$ cat config.mk
export PLATFORM = sky130hd
export DESIGN_NAME = operand_bank_seq
export DESIGN_NICKNAME = d
export VERILOG_FILES = /design/src/rtl/operand_bank_pkg.sv /design/src/rtl/operand_bank_alu.sv /design/src/rtl/operand_bank_seq.sv
export SDC_FILE = /design/constraint.sdc
export NUM_CORES = 1
export LEC_CHECK = 0
export BUFFER_PORTS_ARGS = -buffer_cell sky130_fd_sc_hd__buf_2
export CORE_MARGIN = 2
export CORE_UTILIZATION = 55
export CTS_BUF_LIST = sky130_fd_sc_hd__clkbuf_4 sky130_fd_sc_hd__clkbuf_8 sky130_fd_sc_hd__clkbuf_16
export DETAILED_ROUTE_END_ITERATION = 10
export HOLD_SLACK_MARGIN = 0.15
export PLACE_DENSITY_LB_ADDON = 0.1
export SYNTH_ARGS = -nofsm -noshare
export SYNTH_HDL_FRONTEND = slang
export SYNTH_SLANG_ARGS = --single-unit
$ cat constraint.sdc
create_clock -name clk -period 2.9 [get_ports clk]
set_input_delay 0.145 -clock clk [delete_from_list [all_inputs] [get_ports clk]]
set_output_delay 0.145 -clock clk [all_outputs]
set_load 0.01 [all_outputs]
$ cat src/rtl/operand_bank_pkg.sv
// Shared encodings for the operand bank reducer: ALU op codes and FSM states.
package operand_bank_pkg;

   typedef enum logic [1:0] {
      OP_ADD = 2'b00,
      OP_XOR = 2'b01,
      OP_MAX = 2'b10,
      OP_MIN = 2'b11
   } op_e;

   typedef enum logic [1:0] {
      ST_IDLE = 2'b00,
      ST_RUN  = 2'b01,
      ST_DONE = 2'b10
   } state_e;

endpackage

$ cat src/rtl/operand_bank_alu.sv
// Combinational reduction step y = f(a, b); carry reports ADD overflow.
// OPERAND_BANK_SAT_EN makes ADD clamp to all ones on carry instead of wrapping.
module operand_bank_alu
   import operand_bank_pkg::*;
#(
   parameter int W = 4
) (
   input  logic [W-1:0] a,
   input  logic [W-1:0] b,
   input  op_e          op,
   output logic [W-1:0] y,
   output logic         carry
);

   logic [W:0] w_sum;

   assign w_sum = {1'b0, a} + {1'b0, b};

   always_comb begin
      y     = a;
      carry = 1'b0;
      case (op)
         OP_ADD: begin
            carry = w_sum[W];
`ifdef OPERAND_BANK_SAT_EN
            y = w_sum[W] ? {W{1'b1}} : w_sum[W-1:0];
`else
            y = w_sum[W-1:0];
`endif
         end
         OP_XOR: y = a ^ b;
         OP_MAX: y = (a > b) ? a : b;
         OP_MIN: y = (a < b) ? a : b;
         default: y = a;
      endcase
   end

endmodule

$ cat src/rtl/operand_bank_seq.sv
// Channel bank plus sequential reducer: one channel folded into acc per RUN cycle.
// Build option OPERAND_BANK_SAT_EN (saturating ADD) lives in operand_bank_alu.
module operand_bank_seq
   import operand_bank_pkg::*;
#(
   parameter int NCH = 4,
   parameter int W   = 4
) (
   input  logic           clk,
   input  logic           rst_n,
   input  logic [W-1:0]   ld_data,
   input  logic [NCH-1:0] ld_sel,
   input  logic [1:0]     op,
   input  logic           start,
   output logic           busy,
   output logic           done,
   output logic [W-1:0]   result,
   output logic           ovf
);

   localparam int IW = (NCH > 1) ? $clog2(NCH) : 1;

   state_e                r_state, w_next;
   logic [NCH-1:0][W-1:0] r_ch;
   logic [W-1:0]          r_acc;
   logic [IW-1:0]         r_idx;
   op_e                   r_op;
   logic                  r_iovf;
   logic [W-1:0]          r_result;
   logic                  r_ovf;

   logic                  w_idle, w_load, w_go, w_last;
   logic [W-1:0]          w_y;
   logic                  w_carry;

   assign w_idle = (r_state == ST_IDLE);
   assign w_load = w_idle && (|ld_sel);
   // A load in the same cycle wins over start.
   assign w_go   = w_idle && start && !(|ld_sel);
   assign w_last = (r_idx == IW'(NCH - 1));

   operand_bank_alu #(.W(W)) u_alu (
      .a     (r_acc),
      .b     (r_ch[r_idx]),
      .op    (r_op),
      .y     (w_y),
      .carry (w_carry)
   );

   always_ff @(posedge clk) begin
      if (!rst_n) r_state <= ST_IDLE;
      else        r_state <= w_next;
   end

   always_comb begin
      w_next = r_state;
      case (r_state)
         ST_IDLE: if (w_go) w_next = (NCH > 1) ? ST_RUN : ST_DONE;
         ST_RUN:  if (w_last) w_next = ST_DONE;
         ST_DONE: w_next = ST_IDLE;
         default: w_next = ST_IDLE;
      endcase
   end

   always_ff @(posedge clk) begin
      if (!rst_n) begin
         r_ch <= '0;
      end else if (w_load) begin
         for (int i = 0; i < NCH; i++)
            if (ld_sel[i]) r_ch[i] <= ld_data;
      end
   end

   always_ff @(posedge clk) begin
      if (!rst_n) begin
         r_acc    <= '0;
         r_idx    <= '0;
         r_op     <= OP_ADD;
         r_iovf   <= 1'b0;
         r_result <= '0;
         r_ovf    <= 1'b0;
      end else if (w_go) begin
         r_op   <= op_e'(op);
         r_acc  <= r_ch[0];
         r_idx  <= IW'(1);
         r_iovf <= 1'b0;
         if (NCH == 1) begin
            r_result <= r_ch[0];
            r_ovf    <= 1'b0;
         end
      end else if (r_state == ST_RUN) begin
         r_acc  <= w_y;
         r_idx  <= r_idx + IW'(1);
         r_iovf <= r_iovf | w_carry;
         // Publish on the final step so result is valid throughout DONE.
         if (w_last) begin
            r_result <= w_y;
            r_ovf    <= r_iovf | w_carry;
         end
      end
   end

   assign busy   = (r_state != ST_IDLE);
   assign done   = (r_state == ST_DONE);
   assign result = r_result;
   assign ovf    = r_ovf;

endmodule

==> impl_metrics.toml, run 1 <==
[logic_synthesis]
synth_fp_nets = 229
synthTopCellsByArea = "dfxtp_1 (35%), mux2i_1 (11%), nor2_1 (6.6%)"
avgSynthCellArea_um2 = 8.880
syn_area_um2 = 1829
synth.distinct_cells = 42
yosys_warnings = 0
synth.largest_area_cell = "dfxtp_1"
yosysSeqAreaShare = 0.3502
synth_top_area_frac = 0.3502
synth_seq_cells = 32
synth_cells = 206

[routing]
wl_met1_um = 2001
route.detailed.drc = 0
drt_iter0_markers = 77
wl_per_cell_um = 15.89
wl_met2_um = 2020
drt-pass1-iter-count = 4
wl_met3_um = 227
drt_wl_total_um = 4321
num_vias = 1526
final_antenna_net_count = 0
vias_per_cell = 5.610
route.top_layer_used = "met4"

[grt]
globalRouteTotalUtil = 0.2629
grt_pass1_wl_um = 7127
grt-ovfl-total = 0
grt_pass1_vias = 1501
antenna_found_initial = 0
grt_max_degree = 28

[placed_design]
place_area_um2 = 1892
dp_cells = 257
gp_congestion = 0.9402
dp_slack_ns = 0.04398
io_buffers = 19
dp_hpwl_um = 3204

[floorplan]
start_util = 0.5895
num_rows = 20
die-area_um2 = 3803
core_um2 = 3103
dieWidth_um = 61.67
io_pins = 20
die_y_um = 61.67

[layout]
final_cell_mix = "nor2_1 (32), dfxtp_1 (31), mux2i_1 (20), buf_2 (19), nand2_1 (18)"
num-fill-cells = 293
area_delta_synth_final_pct = 12.45
fin_util = 0.6629
layout.cells.non_filler = 272
drive_gt1_frac = 0.1842
final_area_um2 = 2057
layout.nets = 251
seq_area_um2 = 644.4
multi_input_area_um2 = 1086
final_common_cell = "nor2_1"
antenna_cells = 0

[worst_setup_path]
crit_chain = "mux4_2 > inv_1 > ha_1 > nor2b_1 > o211ai_2 > nand2_2 > mux2_4 > a211oi_4 > o32ai_1"
required_ns = 3.09
crit_arrival_ns = 2.98
critical_path_class = "reg -> reg"
slowest_stage = "mux4_2"
crit_path_max_fanout = 7
worst-r2r-setup-slack_ns = 0.11
end_kind = "register"
startpoint_type = "register"
max_stage_delay_ns = 0.56

[sta]
worst_slack_ns = 0.1060
fin_skew_ns = 0.02160
slew_headroom = 0.5245
timing.final.hold_violations = 0
fin_crit_sh = 0.9635
maxSlewViolCount = 0
fmax_mhz = 357.9
setup_viol = 0
worst_pin_slew_ns = 0.7089
fin_tns_setup_ns = 0
whs_ns = 0.3722
fin_crit_ns = 2.794

[pwr]
irDropWorstVdd_uv = 294.1
total_leakage_power_nw = 0.8791
p_total_uw = 860.6
power_per_cell_area_nw_per_um2 = 418.4

[clock_tree]
numClockSinks = 32
clockRootBuffer = "clkbuf_4"
clk_latency_ns = 0.34
cts_tree = "built"
numCtsBuffers = 5
ctsHtreeMaxLevel = 2
clockBufferDepth = 2
path_clk_slew_ns = 0.11

[hold_path]
hold_class = "in -> reg"

[flow_run]
cap_violations = 0

[status]
status = "finished, final reports clean"
-- power breakdown --
| part | switching [mW] | leakage [nW] | internal, mW |
|---|---|---|---|
| clock | 0.151 | 0.0271 | 0.0882 |
| combinational | 0.0818 | 0.590 | 0.0711 |
| sequential | 0.0136 | 0.262 | 0.455 |
-- per-layer routing --
metal  vias to the layer above  global-route usage
met5                         -                   0
met4                         0             0.08511
met3                         9             0.07773
met2                        37              0.4105
met1                       717              0.3509
li1                        763                   -
-- state kept, by name (all words and copies together), names as in the netlist --
signal,count
ovf,1
r_idx,2
r_ch,16
r_state,2
r_acc,4
result,4
r_op,2
r_iovf,1
-- cells in the mapped netlist --
| library cell | count |
|---|---|
| dfxtp_1 | 32 |
| nor2_1 | 32 |
| mux2i_1 | 21 |
| nand2_1 | 19 |
| a21oi_1 | 10 |
| ha_1 | 9 |
| inv_1 | 9 |
| clkbuf_1 | 7 |
| o21ai_0 | 6 |
| nor3_1 | 5 |
| and2_1 | 4 |
| nand3_1 | 4 |
| nor2b_1 | 4 |
| a211oi_1 | 3 |
| buf_6 | 3 |
| mux4_2 | 3 |
| a2111oi_1 | 2 |
| a21oi_2 | 2 |
| a31oi_1 | 2 |
| and2_0 | 2 |
| clkbuf_8 | 2 |
| nand2b_1 | 2 |
| o21ai_1 | 2 |
| o22ai_1 | 2 |
| o32ai_1 | 2 |
| a211oi_2 | 1 |
| and3_1 | 1 |
| and4_1 | 1 |
| buf_4 | 1 |
| clkinv_1 | 1 |
| fa_1 | 1 |
| inv_2 | 1 |
| mux2_4 | 1 |
| mux4_1 | 1 |
| nand4_1 | 1 |
| nand4b_1 | 1 |
| o211ai_2 | 1 |
| o21a_1 | 1 |
| o21bai_1 | 1 |
| o41ai_1 | 1 |
| xnor2_1 | 1 |
| xor2_1 | 1 |
-- worst max-delay path: cells and delay by family (launching register included) --
family | cells | cell delay, ns
compound gates | 3 | 0.66
flops | 1 | 0.42
buf+inv | 1 | 0.10
simple gates | 2 | 0.29
fa+ha+maj | 1 | 0.27
mux | 2 | 0.89
-- timing repair --
| action | in CTS | in global routing |
|---|---|---|
| setup endpoints to repair | 1 | 5 |
| endpoints found under the hold margin | 24 | 0 |
| gates resized for setup | 1 | 7 |
| pin swaps | 0 | 4 |
| setup buffers | 0 | 1 |
| hold buffers | 7 | 0 |
-- worst paths after layout --
path             start        end  cells past startpoint
min          ld_sel[3]   r_ch[12]                      4
max reg2reg   r_idx[0]   r_acc[2]                      9
min reg2reg  result[1]  result[1]                      2
max           r_idx[0]   r_acc[2]                      9
-- final cells by class --
cell class	count	share of cell area
timing repair buffer	28	0.08759
clock buffer	5	0.01825
inverter	11	0.02007
tap	44	0.02676
clock inverter	2	0.006083
sequential	32	0.3133
multi-input combinational	150	0.5280
-- kinds of logic (layout without fill, tap and decap cells) --
group,after synthesis,after routing,synth area share
DFF,32,32,0.3502
xor gates and xnor gates,2,2,0.009578
AOI/OAI and AO/OA,36,36,0.1320
adders and majority gates,10,10,0.07250
and+or+nand+nor,76,76,0.1867
buffers and inverters,24,46,0.07455
muxes,26,26,0.1744
No activity file was read; power rests on OpenSTA's default activity.
==> run 2, diff against run 1 <==
SYNTH_HIERARCHICAL = 1   (was default)
==> run 2 against run 1 <==
Net effect:
- utilization up 1.0 points
- global-route usage down 3.8 points
- count of clock-buffer cells in the layout up 2
- sequential share of layout area down 3.0 points
- non-clock buffer count up 3
- highest routed layer unchanged
- critical path type unchanged
- largest power group unchanged
- sequential power about the same
- worst hold slack worse by 0.19 ns
- register-to-register slack about the same
- maximum frequency up 0.52%
- synthesized cell count down 5.8%
- combinational power up 14%
==> impl_metrics.toml, run 2 <==
[status]
status = "finished, final reports clean"

[hold_path]
hold_class = "in -> reg"
hold_start = "ld_sel[3]"

[grt]
grt-ovfl-total = 0
grt_pass1_vias = 1501
grt_pass1_wl_um = 7010
antenna_found_initial = 0
globalRouteTotalUtil = 0.2247
grt_max_degree = 39

[pwr]
power_per_cell_area_nw_per_um2 = 455.0
irDropWorstVdd_uv = 339.6
total_leakage_power_nw = 0.9529

[placed_design]
gp_congestion = 0.8300
place_area_um2 = 2079
dp_hpwl_um = 3103
io_buffers = 19
dp_cells = 254

[sta]
timing.final.hold_violations = 0
fin_skew_ns = 0.01496
rsz0062_at_grt = "true"
worst_pin_slew_ns = 0.5459
maxSlewViolCount = 0
slew_headroom = 0.6333
setup_viol = 0
fin_crit_sh = 0.9585
fmax_mhz = 359.8
fin_crit_ns = 2.780

[worst_setup_path]
critical_path_class = "reg -> reg"
timing.rr.start = "r_idx[0]"
worst-r2r-setup-slack_ns = 0.12
required_ns = 3.19
end_kind = "register"
startpoint = "r_idx[0]"
max_stage_delay_ns = 0.55
cp_top_family = "multiplexers"
cpMostUsedCell = "mux2i_1"
crit_arrival_ns = 3.07
crit_chain = "mux4_2 > inv_1 > ha_1 > and2b_2 > o211ai_4 > a21oi_4 > mux2i_1 > a221oi_2 > and4b_1 > a31oi_1 > mux2i_1"
path_buf_inv = 1
crit_path_max_fanout = 4
slowest_stage = "mux4_2"
startpoint_type = "register"

[routing]
num_vias = 1530
wl_met3_um = 169
drt-pass1-iter-count = 4
drt_wl_total_um = 4052
wl_met1_um = 1787
wl_per_cell_um = 15.06
final_antenna_net_count = 0
drt_iter0_markers = 75
route.top_layer_used = "met4"
vias_per_cell = 5.688
wl_met2_um = 2024
route.detailed.drc = 0

[floorplan]
num_rows = 21
die-area_um2 = 3993
io_pins = 20
die_y_um = 63.19
start_util = 0.5729
core_um2 = 3363
dieWidth_um = 63.19

[flow_run]
cap_violations = 0

[clock_tree]
clockBufferDepth = 2
ctsHtreeMaxLevel = 2
clockRootBuffer = "clkbuf_4"
numCtsBuffers = 5
path_clk_slew_ns = 0.11
cts_tree = "built"
numClockSinks = 32
clk_latency_ns = 0.35

[layout]
layout.cells.non_filler = 269
fin_util = 0.6730
largest_register_ffs = 16
num-fill-cells = 320
final_area_um2 = 2263
final_cell_mix = "dfxtp_1 (31), mux2i_1 (28), nor2b_1 (21), buf_2 (19), nand2_1 (13)"
registers.top_by_ff_count = "r_ch"
final_common_cell = "dfxtp_1"
drive_gt1_frac = 0.2377
layout.nets = 245
antenna_cells = 0
area_delta_synth_final_pct = 17.47

[logic_synthesis]
avgSynthCellArea_um2 = 9.932
synth_cells = 194
synthTopCellsByCount = "dfxtp_1 (32), mux2i_1 (28), nor2b_1 (21), nand2_1 (13), clkbuf_1 (10)"
yosysSeqAreaShare = 0.3325
yosys_most_used_dff = "dfxtp_1"
synth.distinct_cells = 46
yosysMostFrequentCell = "dfxtp_1"
synth.largest_area_cell = "dfxtp_1"
synth-edff-count = 0
synth_top_area_frac = 0.3325
synth_fp_nets = 217
synth_seq_cells = 32
async_flop_share = 0
yosys_warnings = 6
synthTopCellsByArea = "dfxtp_1 (33%), mux2i_1 (15%), nor2b_1 (6.8%)"
syn_area_um2 = 1927
==> run 2: final cells by class <==
cell class	instances	area, µm²	share of cell area
clock buffer	7	65.06	0.02875
clock inverter	1	30.03	0.01327
inverter	8	30.03	0.01327
multi-input combinational	144	1239	0.5473
sequential	32	641.9	0.2836
tap	46	57.56	0.02543
timing repair buffer	31	200.2	0.08845
==> run 2: metrics by stage <==
stage	power [mW]	hold WS (ns)	setup TNS, ns	worst slack [ns]
4_1_cts	1.031	0.1804	0	0.04555
3_5_place_dp	0.6427	0.4109	0	0.006146
3_3_place_gp	0.6375	0.3940	0	0.08324
2_1_floorplan	0.5958	0.2871	0	0.09737
6_report	1.030	0.1775	0	0.1204
5_1_grt	1.077	0.1680	-0.04031	-0.04031
==> run 2: power breakdown <==
group          total (mW)  switching [mW]  internal (mW)
sequential          0.469          0.0133          0.456
clock               0.386           0.157          0.229
combinational       0.175          0.0866         0.0884
total                1.03           0.257          0.773
==> run 2: routing by layer <==
layer | track usage | vias up
li1 | - | 755
met1 | 0.2706 | 732
met2 | 0.3856 | 35
met3 | 0.06071 | 8
met4 | 0.07880 | 0
met5 | 0 | -
==> run 2: cell families (layout without fill, tap and decap cells) <==
| logic type | count (synthesis) | count (layout) | share of synthesized area |
|---|---|---|---|
| AOI/OAI and AO/OA | 30 | 30 | 0.1227 |
| xor gates and xnor gates | 2 | 2 | 0.009093 |
| adders and majority gates | 10 | 10 | 0.06883 |
| buffers and inverters | 18 | 47 | 0.03507 |
| DFF | 32 | 32 | 0.3325 |
| muxes | 33 | 33 | 0.1981 |
| and+or+nand+nor | 69 | 69 | 0.2338 |
==> run 2: worst paths after layout <==
kind	end	cells after the start
setup / recovery	r_acc[3]	11
hold / removal	r_acc[3]	3
setup reg to reg	r_acc[3]	11
hold reg to reg	result[0]	2
==> run 2: repair_timing <==
item                                   CTS  global route
pin swaps                                0             3
hold buffers                             6             0
buffers inserted                         0             1
endpoints found under the hold margin   17             0
setup endpoints to repair                1             5
resized for setup                        1             3
==> run 2: worst min-delay path: stages <==
cell and delay [ns]:
buf_2 0.14, nor4_4 0.09, mux2i_1 0.11
